===== src/rtl/fetch_sequencer.sv =====
// Instruction-fetch sequencer: owns the fetch PC, issues one outstanding imem request at a time,
// and delivers instructions to decode through a registered IF/ID stage backed by a one-entry skid.
module fetch_sequencer #(
  parameter int              XLEN     = 64,
  parameter logic [XLEN-1:0] RESET_PC = '0
) (
  input  logic            clk,
  input  logic            rst,
  input  logic            PCSrcE,
  input  logic [XLEN-1:0] PCTargetE,
  input  logic            StallD,
  output logic            ImemReqValid,
  output logic [XLEN-1:0] ImemReqAddr,
  input  logic            ImemReqReady,
  input  logic            ImemRspValid,
  input  logic [31:0]     ImemRspData,
  output logic            InstrValidD,
  output logic [31:0]     InstrD,
  output logic [XLEN-1:0] PCD,
  output logic [XLEN-1:0] PCPlus4D
);

  typedef enum logic [1:0] {S_IDLE, S_REQ, S_WAIT, S_DRAIN} state_t;

  localparam logic [XLEN-1:0] FOUR       = XLEN'(4);
  localparam logic [XLEN-1:0] ALIGN_MASK = ~XLEN'(3);

  state_t          state, state_n;
  logic [XLEN-1:0] pc, pc_n;
  logic            skid_vld, skid_vld_n;
  logic [31:0]     skid_instr, skid_instr_n;
  logic [XLEN-1:0] skid_pc, skid_pc_n;
  logic            vld_n;
  logic [31:0]     instr_n;
  logic [XLEN-1:0] pcd_n, pc4_n;

  logic            out_free;
  logic            req_fire;
  logic [XLEN-1:0] target;

  // Request side is decoded only from registered state, never from ImemReqReady.
  assign ImemReqValid = (state == S_REQ) && !skid_vld;
  assign ImemReqAddr  = pc;

  assign out_free = !InstrValidD || !StallD;
  assign req_fire = ImemReqValid && ImemReqReady;
  assign target   = PCTargetE & ALIGN_MASK;

  always_comb begin
    state_n      = state;
    pc_n         = pc;
    skid_vld_n   = skid_vld;
    skid_instr_n = skid_instr;
    skid_pc_n    = skid_pc;
    vld_n        = InstrValidD;
    instr_n      = InstrD;
    pcd_n        = PCD;
    pc4_n        = PCPlus4D;

    if (PCSrcE) begin
      // Flush beats stall; any response landing this cycle is dropped.
      vld_n      = 1'b0;
      skid_vld_n = 1'b0;
      pc_n       = target;
      unique case (state)
        S_IDLE:  state_n = S_REQ;
        S_REQ:   state_n = req_fire ? S_DRAIN : S_REQ;
        S_WAIT:  state_n = ImemRspValid ? S_REQ : S_DRAIN;
        S_DRAIN: state_n = ImemRspValid ? S_REQ : S_DRAIN;
        default: state_n = S_REQ;
      endcase
    end else begin
      if (InstrValidD && !StallD) vld_n = 1'b0;

      if (skid_vld && out_free) begin
        vld_n      = 1'b1;
        instr_n    = skid_instr;
        pcd_n      = skid_pc;
        pc4_n      = skid_pc + FOUR;
        skid_vld_n = 1'b0;
      end

      unique case (state)
        S_IDLE: state_n = S_REQ;
        S_REQ:  if (req_fire) state_n = S_WAIT;
        S_WAIT: begin
          // The skid is always empty here: requests are only issued with an empty skid.
          if (ImemRspValid) begin
            if (out_free) begin
              vld_n   = 1'b1;
              instr_n = ImemRspData;
              pcd_n   = pc;
              pc4_n   = pc + FOUR;
            end else begin
              skid_vld_n   = 1'b1;
              skid_instr_n = ImemRspData;
              skid_pc_n    = pc;
            end
            pc_n    = pc + FOUR;
            state_n = S_REQ;
          end
        end
        S_DRAIN: if (ImemRspValid) state_n = S_REQ;
        default: state_n = S_REQ;
      endcase
    end
  end

  always_ff @(posedge clk or posedge rst) begin
    if (rst) begin
      state       <= S_IDLE;
      pc          <= RESET_PC;
      skid_vld    <= 1'b0;
      skid_instr  <= '0;
      skid_pc     <= '0;
      InstrValidD <= 1'b0;
      InstrD      <= '0;
      PCD         <= '0;
      PCPlus4D    <= '0;
    end else begin
      state       <= state_n;
      pc          <= pc_n;
      skid_vld    <= skid_vld_n;
      skid_instr  <= skid_instr_n;
      skid_pc     <= skid_pc_n;
      InstrValidD <= vld_n;
      InstrD      <= instr_n;
      PCD         <= pcd_n;
      PCPlus4D    <= pc4_n;
    end
  end

endmodule


===== config.mk =====
export PLATFORM = sky130hd
export DESIGN_NAME = fetch_sequencer
export DESIGN_NICKNAME = d
export VERILOG_FILES = /design/src/rtl/fetch_sequencer.sv
export SDC_FILE = /design/constraint.sdc
export NUM_CORES = 1
export LEC_CHECK = 0
export CAP_MARGIN = 30
export CORE_MARGIN = 4
export CORE_UTILIZATION = 44
export DETAILED_ROUTE_END_ITERATION = 7
export PLACE_DENSITY = 0.73
export SETUP_SLACK_MARGIN = 0.2
export SLEW_MARGIN = 20
export SYNTH_ARGS = -nofsm -noshare
export SYNTH_HDL_FRONTEND = slang
export SYNTH_SLANG_ARGS = --single-unit

===== constraint.sdc =====
create_clock -name clk -period 10.5 [get_ports clk]
set_input_delay 1.575 -clock clk [delete_from_list [all_inputs] [get_ports clk]]
set_output_delay 1.575 -clock clk [all_outputs]
set_load 0.02 [all_outputs]

==> results.py <==
metrics = {
    "outcome": {
        "outcome": "finished clean",
    },
    "setup_path": {
        "worstPathMaxFanout": 43,
        "crit_start": "ImemRspValid",
        "ff2ff_setup_slack_ps": 7160,
        "critPathRequiredTime_ps": 10920,
        "reg2reg_from": "ImemReqAddr[18]",
        "arrival_ps": 4640,
        "worst_setup_path_end_kind": "register",
        "critPathKind": "in2reg",
        "start_kind": "input port",
    },
    "timing": {
        "tns_ps": 0,
        "worst_slew_pin_slew_ps": 944.1,
        "clock.fmax_mhz": 236.6,
        "finalWorstSetupSlack_ps": 6274,
        "finalCriticalPeriod_ps": 4226,
        "fin_skew_ps": 15.89,
        "drv_slew": 0,
        "rsz0062_at_grt": "false",
        "setup-violations-final": 0,
        "hold_ws_ps": 483.4,
        "fin_crit_sh": 0.4025,
        "maxSlewHeadroom": 0.3706,
        "finalHoldViolCount": 0,
    },
    "cells_and_area": {
        "diodes": 0,
        "finish.instance_area_um2": 21460,
        "drive_above_1_share": 0.1149,
        "nets": 1948,
        "area_delta_synth_final_pct": 29.43,
    },
    "clock_tree": {
        "cts_resized": 0,
        "tritoncts": "built",
        "cts_htree_levels": 2,
        "insertion_delay_ps": 550,
        "root_buffer": "clkbuf_16",
        "clkTransAtPathRegs_ps": 60,
        "cts_setup_buffers": 0,
        "clock_path_buffers": 3,
        "cts_buffers": 37,
        "cts.sinks": 320,
        "cts_hold_buf": 0,
    },
    "logic_synthesis": {
        "ys_warn_count": 0,
        "synth_ff_type": "dfrtp_1",
        "ys_seq_area_frac": 0.4831,
        "synthArstFlopShare": 1.000,
        "syn_area_per_cell_um2": 10.30,
        "synth-seq-cells": 320,
        "netlist_area_um2": 16580,
        "ys_types": 66,
        "syn_inst": 1610,
        "synth-edff-count": 0,
    },
    "floorplan": {
        "core_area_um2": 36870,
        "die-area_um2": 40840,
        "die_x_um": 202.1,
        "die-height_um": 202.1,
        "rows": 70,
        "start_util": 0.4496,
        "ioPinCount": 328,
    },
    "drt": {
        "via_count": 14280,
        "viasPerCell": 6.011,
        "routed_wl_um": 56130,
        "first_iter_violations": 1231,
        "drt.antenna.violating_nets": 0,
        "drt-wirelength-per-cell_um": 23.62,
        "firstDrtPassIters": 5,
        "drcViolationCount": 0,
    },
    "global_routing": {
        "grt_pass1_wl_um": 87200,
        "grt_max_degree": 140,
        "grt_usage": 0.2677,
        "grt_antenna_before_repair": 0,
        "grt_pass1_vias": 14480,
        "overflow": 0,
    },
    "place": {
        "place_area_um2": 20080,
        "dp_hpwl_um": 37340,
        "pre_cts_ws_ps": 5526,
        "gp_congestion": 0.8946,
        "io_buffers": 323,
    },
    "pwr": {
        "seq_power_share": 0.379,
        "powerDensity_nw_per_um2": 222.9,
        "pwr-share-comb": 0.323,
        "switching_share": 0.3245,
        "max-vdd-ir-drop_mv": 0.1660,
        "p_int_mw": 3.231,
        "clockPowerShare": 0.298,
        "p_leak_nw": 8.430,
        "p_sw_mw": 1.552,
    },
    "min_path": {
        "hold_path.startpoint": "PCPlus4D[1]",
        "min_path_type": "reg2reg",
    },
    "flow_run": {
        "max_cap_viol_count": 0,
    },
}
-- path summary, 6_finish.rpt --
check,to,cells past startpoint
worst min register to register,PCPlus4D[1],1
min in group asynchronous,PCPlus4D[22],2
worst max register to register,ImemReqAddr[49],6
worst max-delay path,PCPlus4D[47],7
max in group asynchronous,InstrD[4],6
worst min-delay path,PCPlus4D[1],1
-- layout make-up --
| cell class | count | area, um^2 |
|---|---|---|
| fillers | 3085 | 15420 |
| flip-flops and latches | 320 | 8008 |
| multi-input cells | 1122 | 7916 |
| repair buffers | 349 | 3506 |
| clock buffers | 54 | 1112 |
| well taps | 504 | 630.6 |
| clock inverters | 13 | 226.5 |
| inverters | 14 | 56.30 |
-- cells in the mapped netlist (6+ instances only) --
cell,instances,share of area
dfrtp_1,320,0.48
o22a_1,180,0.095
nand2_1,139,0.031
clkbuf_1,119,0.027
xnor2_1,109,0.058
mux2_2,89,0.060
nor2_1,88,0.020
o21ai_0,73,0.022
xor2_1,62,0.033
nand3_1,51,0.015
nand4_1,46,0.017
nor3_1,44,0.013
a21oi_1,40,0.012
nor4_1,28,0.011
buf_2,23,0.0069
and3_1,19,0.0072
o22ai_1,17,0.0064
and4_1,15,0.0079
inv_1,14,0.0032
a22oi_1,12,0.0054
o221ai_1,10,0.0053
and2_1,9,0.0034
a211oi_1,7,0.0032
a221oi_1,7,0.0037
buf_4,6,0.0027
o21ai_1,6,0.0018
-- cells by family (layout without fill, tap and decap cells) --
kind of cell	after synthesis	in the layout	synth area share
flops	320	320	0.4831
other cells	1	2	0.0002262
fa+ha+maj	2	2	0.001509
mux	90	90	0.06106
buf+inv	169	430	0.04196
simple gates	483	483	0.1558
compound gates	374	374	0.1660
xor+xnor	171	171	0.09035
-- metrics by stage --
step                total power, mW  cells    util
global placement              3.350   2304  0.5428
detailed placement            3.385   2307  0.5446
CTS                           4.825   2374  0.5809
global route                  4.987   2376  0.5819
floorplan                     2.537   1611       -
finish                        4.783   2376  0.5819
-- per-layer routing --
| layer | wire length, um | global-route usage | up-vias |
|---|---|---|---|
| met5 | 0 | 0 | - |
| met4 | 1648 | 0.08875 | 0 |
| met3 | 5091 | 0.06883 | 105 |
| met2 | 25600 | 0.4200 | 724 |
| met1 | 23780 | 0.3653 | 7128 |
| li1 | - | - | 6324 |
-- worst max-delay path: stages --
cell and delay [ps]:
clkdlybuf4s50_1 460, nand3b_1 100, buf_4 560, nand3_4 620, or2_2 840, o32ai_1 380
a21oi_1 80
-- placed cells by master, fill, tap and decap left out, types with 19 or more instances in the layout --
cell type,n
xor2_1,62
buf_4,20
clkdlybuf4s50_1,322
o21ai_0,73
xnor2_1,109
nor4_1,28
and3_1,19
a21oi_1,40
nor3_1,43
nand4_1,46
mux2_2,89
dfrtp_1,320
o22a_1,180
clkbuf_16,39
nand2_1,138
nor2_1,86
nand3_1,50
-- power by group through the flow --
stage                     Combinational (mW)  Sequential (mW)  Clock [mW]
final                                   1.55             1.81        1.42
after global routing                    1.64             1.85        1.50
after CTS                               1.56             1.81        1.45
after detailed placement                1.56             1.83           0
after global placement                  1.53             1.82           0
after floorplan                        0.425             2.11           0
-- sequential cells by signal (all words and copies together), names as in the netlist --
name and count:
InstrD 32, PCD 64, PCPlus4D 64, state 2, skid_instr 32, ImemReqAddr 62
InstrValidD 1, skid_vld 1, skid_pc 62
No activity file was read; power rests on OpenSTA's default activity.
